===== src/rtl/decode.sv =====
// decode: MIPS ID stage with register file (WB bypass), control decode, load-use stall and bubble insertion
module decode (
  input  logic        clk,
  input  logic        rst,
  input  logic [31:0] if_id_instr,
  input  logic [31:0] if_id_npc,
  input  logic        ex_mem_pc_src,
  input  logic        wb_reg_write,
  input  logic [4:0]  wb_write_reg,
  input  logic [31:0] wb_write_data,
  output logic        id_stall,
  output logic [31:0] id_ex_npc,
  output logic [31:0] id_ex_rs_data,
  output logic [31:0] id_ex_rt_data,
  output logic [31:0] id_ex_imm,
  output logic [4:0]  id_ex_rs,
  output logic [4:0]  id_ex_rt,
  output logic [4:0]  id_ex_rd,
  output logic [1:0]  id_ex_wb,
  output logic [2:0]  id_ex_m,
  output logic [3:0]  id_ex_ex
);
  logic [31:0] regs [32];
  logic [5:0]  op;
  logic [4:0]  rs, rt;
  logic        is_r, is_lw, is_sw, is_beq, wr_en;
  logic [31:0] rs_data, rt_data;
  logic [1:0]  wb;
  logic [2:0]  m;
  logic [3:0]  ex;
  always_comb begin
    op       = if_id_instr[31:26];
    rs       = if_id_instr[25:21];
    rt       = if_id_instr[20:16];
    is_r     = op == 6'h00;
    is_lw    = op == 6'h23;
    is_sw    = op == 6'h2B;
    is_beq   = op == 6'h04;
    wb       = {is_r | is_lw, is_lw};
    m        = {is_beq, is_lw, is_sw};
    ex       = {is_r, is_r, is_beq, is_lw | is_sw};
    wr_en    = wb_reg_write && wb_write_reg != 5'd0;
    rs_data  = rs == 5'd0 ? 32'd0 : (wr_en && wb_write_reg == rs) ? wb_write_data : regs[rs];
    rt_data  = rt == 5'd0 ? 32'd0 : (wr_en && wb_write_reg == rt) ? wb_write_data : regs[rt];
    id_stall = id_ex_m[1] && id_ex_rt != 5'd0 &&
               (id_ex_rt == rs || (id_ex_rt == rt && (is_r || is_sw || is_beq)));
  end
  always_ff @(posedge clk) begin
    if (rst)
      for (int i = 0; i < 32; i++) regs[i] <= 32'd0;
    else if (wr_en)
      regs[wb_write_reg] <= wb_write_data;
  end
  always_ff @(posedge clk) begin
    if (rst || ex_mem_pc_src || id_stall) begin
      id_ex_npc     <= 32'd0;
      id_ex_rs_data <= 32'd0;
      id_ex_rt_data <= 32'd0;
      id_ex_imm     <= 32'd0;
      id_ex_rs      <= 5'd0;
      id_ex_rt      <= 5'd0;
      id_ex_rd      <= 5'd0;
      id_ex_wb      <= 2'd0;
      id_ex_m       <= 3'd0;
      id_ex_ex      <= 4'd0;
    end else begin
      id_ex_npc     <= if_id_npc;
      id_ex_rs_data <= rs_data;
      id_ex_rt_data <= rt_data;
      id_ex_imm     <= {{16{if_id_instr[15]}}, if_id_instr[15:0]};
      id_ex_rs      <= rs;
      id_ex_rt      <= rt;
      id_ex_rd      <= if_id_instr[15:11];
      id_ex_wb      <= wb;
      id_ex_m       <= m;
      id_ex_ex      <= ex;
    end
  end
endmodule


===== config.mk =====
export PLATFORM = sky130hd
export DESIGN_NAME = decode
export DESIGN_NICKNAME = d
export VERILOG_FILES = /design/src/rtl/decode.sv
export SDC_FILE = /design/constraint.sdc
export NUM_CORES = 2
export LEC_CHECK = 0
export CAP_MARGIN = 20
export CORE_MARGIN = 8
export CORE_UTILIZATION = 40
export CTS_CLUSTER_DIAMETER = 50
export DETAILED_ROUTE_END_ITERATION = 7
export PLACE_DENSITY = 0.68
export SYNTH_ARGS = -nofsm -noshare
export SYNTH_HDL_FRONTEND = slang
export SYNTH_SLANG_ARGS = --single-unit

===== constraint.sdc =====
create_clock -name clk -period 3.3 [get_ports clk]
set_input_delay 0.66 -clock clk [delete_from_list [all_inputs] [get_ports clk]]
set_output_delay 0.66 -clock clk [all_outputs]
set_load 0.1 [all_outputs]

=== Word level (Yosys, flattened, before mapping) ===
Memories as Yosys holds them, arrays and structs flattened. A register that Yosys moved wholly into a read port is not among the register bits.
Index checks and enable logic that the tools add are counted.

* Equal/unequal tests: 5
* Reduce and logical (&&, ||, !) cells: 17
* Multiplexer cells: 8
* Bitwise logic cells: 2

{| class="wikitable"
|+ Operators with widths
! kind !! number
|-
| $mux 32 || 1
|-
| $reduce_or 32->1 || 1
|-
| $eq 6x6->1 const B || 2
|-
| $eq 5x5->1 || 2
|-
| $logic_not 5->1 || 2
|-
| $reduce_bool 5->1 || 2
|-
| $eq 6x3->1 const B || 1
|-
| $logic_not 6->1 || 1
|-
| $mux 1 || 6
|-
| $logic_or 1x1->1 || 5
|-
| $mux 5 || 1
|-
| $logic_and 1x1->1 || 4
|-
| $reduce_or 2->1 || 2
|-
| $or 1x1->1 || 2
|}

* Output and inout bits: 153
* Flip-flop bits (word level): 71
* Memories: 1
* Input port bits: 105
* Memory bits (writable): 1024
* Word-level logic and storage cells: 41

{| class="wikitable"
|+ Memory list
! name !! depth !! bits a word !! rd ports !! clocked after Yosys merged registers in !! write ports !! line !! RTL
|-
| regs || 32 || 32 || 2 || 2 || 32 || 23 || <nowiki>logic [31:0] regs [32];</nowiki>
|}

=== Depth between registers and ports, before layout ===
* Word-level depth: 8
* Mapped depth: 10
* Depth with buffers taken out: 6

=== Worst setup path after synthesis ===
Ideal clock, no wire load.

* Kind: reg2out
* From: reg id_ex_rt[4]
* To: out id_stall
* Cell stages (with the launch flop): 5
* Required time: 2640 ps
* Path slack: 444 ps
* Path buffers: 0
* Arrival: 2196 ps
* Cells stage by stage: dfxtp_1 xor2_1 nor4_1 nand4_1 nand2_1

* Word-level cells in the longest chain between the ends: 4
* Elaborated cells on any way between the ends: 7
* Those cells by class: 2 x eq/ne; 5 x reduce/logical

{| class="wikitable"
|+ RTL lines
! item !! line !! RTL
|-
| from (decl) || 17 || <nowiki>output logic [4:0] id_ex_rt,</nowiki>
|-
| from (signal assigned) || 72 || <nowiki>id_ex_rt <= rt;</nowiki>
|-
| $eq 5x5->1 || 46 || <nowiki>(id_ex_rt == rs || (id_ex_rt == rt && (is_r || is_sw || is_beq)));</nowiki>
|-
| $logic_and 1x1->1 || 46 ||
|-
| $logic_or 1x1->1 || 46 ||
|-
| $logic_and 1x1->1 (*) || 45 || <nowiki>id_stall = id_ex_m[1] && id_ex_rt != 5'd0 &&</nowiki>
|-
| to (decl) || 11 || <nowiki>output logic id_stall,</nowiki>
|}

Every way passes the cells marked *; elsewhere a longest branch is shown, timed or not.

=== Final worst setup path ===
* From: in if_id_instr[18]
* To: out id_stall

* Word-level cells in the longest chain between the ends: 4

{| class="wikitable"
|+ RTL lines
! item !! line !! RTL
|-
| from (decl) || 5 || <nowiki>input logic [31:0] if_id_instr,</nowiki>
|-
| $eq 5x5->1 || 46 ||
|-
| $logic_and 1x1->1 || 46 ||
|-
| $logic_or 1x1->1 || 46 ||
|-
| $logic_and 1x1->1 || 45 ||
|}

Every way passes these cells.

==> metrics.md <==
| Metric | Value |
|---|---|
| Number of antenna violations at the first check in global routing | `15` |
| Static Leakage | `0.0256 µW` |
| Crit start category | `primary input` |
| FMAX | `0.323 GHz` |
| Final weighted congestion in routability-driven placement | `0.956` |
| Final HPWL DP | `136000 µm` |
| Worst Path Arrival | `2.44 ns` |
| Total setup buffers inserted after CTS | `0` |
| Portion of synthesized cell area occupied by the leading cell type | `52.1%` |
| Maximum ir drop on the vdd rail | `0.539 mV` |
| Mean post-synth cell area | `13.7 µm²` |
| Worst-case clock buffer depth | `3` |
| Part of the Yosys area used for sequential elements | `56.4%` |
| Synth cell types | `54` |
| Top flip-flop cell by instance count after synthesis | `sky130_fd_sc_hd__edfxtp_1` |
| Net count, final | `4717` |
| Placed cell areas | `66000 µm²` |
| Full die area | `160000 µm²` |
| Post-synth top area cell | `sky130_fd_sc_hd__edfxtp_1` |
| Final core occ | `47.8%` |
| Hold crit path type | `primary input to flop` |
| Library cell used as clock root buffer | `sky130_fd_sc_hd__clkbuf_16` |
| Global route total overflow | `0` |
| Total number of clock tree sinks | `1152` |
| Number of antenna-violating nets in the routed design | `0` |
| DRC Markers | `0` |
| Crit Path Category | `primary input to primary output` |
| Areal power density over the cells | `522 nW/µm²` |
| Synthesized instance count | `4313` |
| Number of gates given a new drive strength after cts | `0` |
| Global Route Usage Sum | `24.8%` |
| Width of the chip | `400 µm` |
| Synth warn | `0` |
| Clock tree from TritonCTS | `built` |
| Cts hold-fix bufs | `0` |
| Most area-consuming cells after synthesis | `sky130_fd_sc_hd__edfxtp_1 52%, sky130_fd_sc_hd__and2_1 11%, sky130_fd_sc_hd__mux4_2 11%, sky130_fd_sc_hd__mux2i_1 6.5%, sky130_fd_sc_hd__dfxtp_1 4.3%` |
| Clock period minus final worst setup slack | `3.10 ns` |
| Number of flip-flops and latches in the synthesized netlist | `1152` |
| Setup slack of the critical path after layout | `0.203 ns` |
| Routed WL | `204000 µm` |
| Post-synth design cell area | `59000 µm²` |
| Final setup violation count | `0` |
| Routed via count divided by cell count | `6.08` |
| Number of global-route vias before repair | `39590` |
| Max-cap violations | `0` |
| Number of I/O port buffers | `257` |
| Setup slack, reg-to-reg | `0.94 ns` |
| Status | `finished, final reports clean` |
| Asr flop ratio synth | `0%` |
| Count of flip-flops with a built-in enable after synthesis | `1024` |
| Final std cell area, no fill | `70400 µm²` |
| Insertion delay of the later-clocked pin in the worst-skew pair | `0.76 ns` |
| Clock edge transition at the registers on the reported setup and hold paths | `0.06 ns` |
| Effective utilization at floorplan | `40.1%` |
| Die Y | `400 µm` |
| H-tree depth | `4` |
| Initial DRT Pass Iterations | `6` |
| Core Region | `147000 µm²` |
| Post-Route Skew | `0.0345 ns` |
| FP Rows | `141` |
| Number of top-level pins | `258` |
| Worst setup EP type | `primary output` |
| Vias post-DR | `40433` |
| Unrepaired setup endpoints after global routing | `no` |
| Share of layout cells above drive strength 1 | `23.6%` |
| Pin count of the biggest net entering global routing | `65` |
| Count of final max-slew check failures | `0` |
| Worst Path Required | `2.64 ns` |
| Maximum fanout along the worst path | `5` |
| Detail-routed net length per standard cell | `30.6 µm` |
| Global-route wire length before repair | `288000 µm` |
| Least-Margin Pin Slew | `1.04 ns` |
| Post-route fraction of the period consumed by the critical path | `93.9%` |
| 1st-iter DRT viols | `6042` |
| Hold violation total from the final report | `0` |
| Worst slew margin relative to its limit | `30.4%` |
| Area growth, synth to finish | `19.2%` |
| Placement-stage worst setup slack | `-0.190 ns` |
| Number of buffers created by CTS | `131` |
[sequential cells by signal (all words and copies together) (netlist names)]
signal,count
regs,1024
id_ex_rt_data,32
id_ex_imm,16
id_ex_rs_data,32
id_ex_npc,32
id_ex_rt,5
id_ex_rs,5
id_ex_ex,3
id_ex_wb,2
id_ex_m,1
[path summary, 6_finish.rpt]
path	from	endpoint	cells past startpoint
max reg2reg	id_ex_rt[2]	id_ex_rs_data[25]	7
max	if_id_instr[18]	id_stall	9
min reg2reg	regs[10][14]	id_ex_rt_data[14]	5
min	rst	regs[0][3]	1
[Yosys cell counts (8+ instances only)]
cell,n
sky130_fd_sc_hd__a22oi_1,127
sky130_fd_sc_hd__a22o_1,63
sky130_fd_sc_hd__buf_2,66
sky130_fd_sc_hd__mux4_2,280
sky130_fd_sc_hd__and2_1,1055
sky130_fd_sc_hd__or2_2,32
sky130_fd_sc_hd__buf_6,25
sky130_fd_sc_hd__mux4_1,8
sky130_fd_sc_hd__a221oi_1,95
sky130_fd_sc_hd__buf_4,48
sky130_fd_sc_hd__nor3_1,31
sky130_fd_sc_hd__buf_1,13
sky130_fd_sc_hd__a21oi_1,64
sky130_fd_sc_hd__nor2b_1,72
sky130_fd_sc_hd__and4_1,63
sky130_fd_sc_hd__nor3_2,37
sky130_fd_sc_hd__mux2i_1,385
sky130_fd_sc_hd__nand3_1,99
sky130_fd_sc_hd__a211oi_1,63
sky130_fd_sc_hd__edfxtp_1,1024
sky130_fd_sc_hd__dfxtp_1,128
sky130_fd_sc_hd__clkbuf_1,314
sky130_fd_sc_hd__nand2_1,9
sky130_fd_sc_hd__o21ai_0,33
sky130_fd_sc_hd__xor2_1,14
sky130_fd_sc_hd__nor2_1,111
[layout by cell type (no fill, tap or decap), drive strengths merged, types with 2 or more instances in the layout]
cell,instances
and2,1055
and4,63
a22o,63
clkdlybuf4s50,98
clkinvlp,7
buf,509
clkbuf,170
a211oi,63
mux2i,385
inv,17
nor3,68
conb,32
dfxtp,128
mux4,288
o21ai,34
and3,3
diode,5
bufinv,10
edfxtp,1024
or4,2
nand4,6
a21oi,64
nand2,9
nor2b,72
a221oi,95
or3b,3
a22oi,127
clkinv,36
nand3,99
nand3b,5
or2,33
nor2,111
xnor2,6
xor2,14
[logic make-up after synthesis]
group	synth area share [%]
flip-flops	56.4
AO/OA/AOI/OAI	5.75
AND/OR/NAND/NOR	16.1
other	0.00635
buffers and inverters	3.89
XOR/XNOR	0.297
multiplexers	17.6
[critical path, cell delays in order]
cell,delay [ns]
sky130_fd_sc_hd__clkdlybuf4s50_1,0.46
sky130_fd_sc_hd__buf_4,0.18
sky130_fd_sc_hd__buf_12,0.11
sky130_fd_sc_hd__buf_4,0.15
sky130_fd_sc_hd__xor2_1,0.38
sky130_fd_sc_hd__nor2_1,0.07
sky130_fd_sc_hd__nand4_1,0.13
sky130_fd_sc_hd__nand2_1,0.10
sky130_fd_sc_hd__buf_12,0.18
[layout make-up]
type                            instances  area (µm²)
Fill cell                           12460       76800
Sequential cell                      1152       33300
Multi-Input combinational cell       2714       23900
Timing Repair Buffer                  608        6470
Clock buffer                          169        3660
Tap cell                             1930        2410
Clock inverter                         65         632
Inverter                                5        18.8
Antenna cell                            5        12.5
[where the power goes]
| group | leakage, µW | switching (µW) | internal, µW |
|---|---|---|---|
| sequential | 0.0108 | 461 | 16700 |
| clock | 0.00209 | 6010 | 8630 |
| combinational | 0.0127 | 3070 | 1880 |
[routing by layer]
layer  routed length (µm)  global-route usage [%]  vias to the layer above  part of all wire [%]
li1                     -                       -                    16805                     -
met2                92200                    38.8                     2936                    45
met3                27000                    7.48                      476                    13
met5                  110                   0.431                        -                 0.054
met1                76600                    32.6                    20212                    38
met4                 7820                    9.17                        4                   3.8
[through the flow]
stage	TNS, ns	instances	total power [µW]	hold slack, ns
2_1_floorplan	0	4344	20200	0.732
3_3_place_gp	-0.928	6406	22200	0.941
3_5_place_dp	-4.52	6407	22200	0.958
4_1_cts	0	6641	36700	0.266
5_1_grt	0	6643	37600	0.286
6_report	0	6648	36700	0.311
Power figures use the tool's default switching activity.
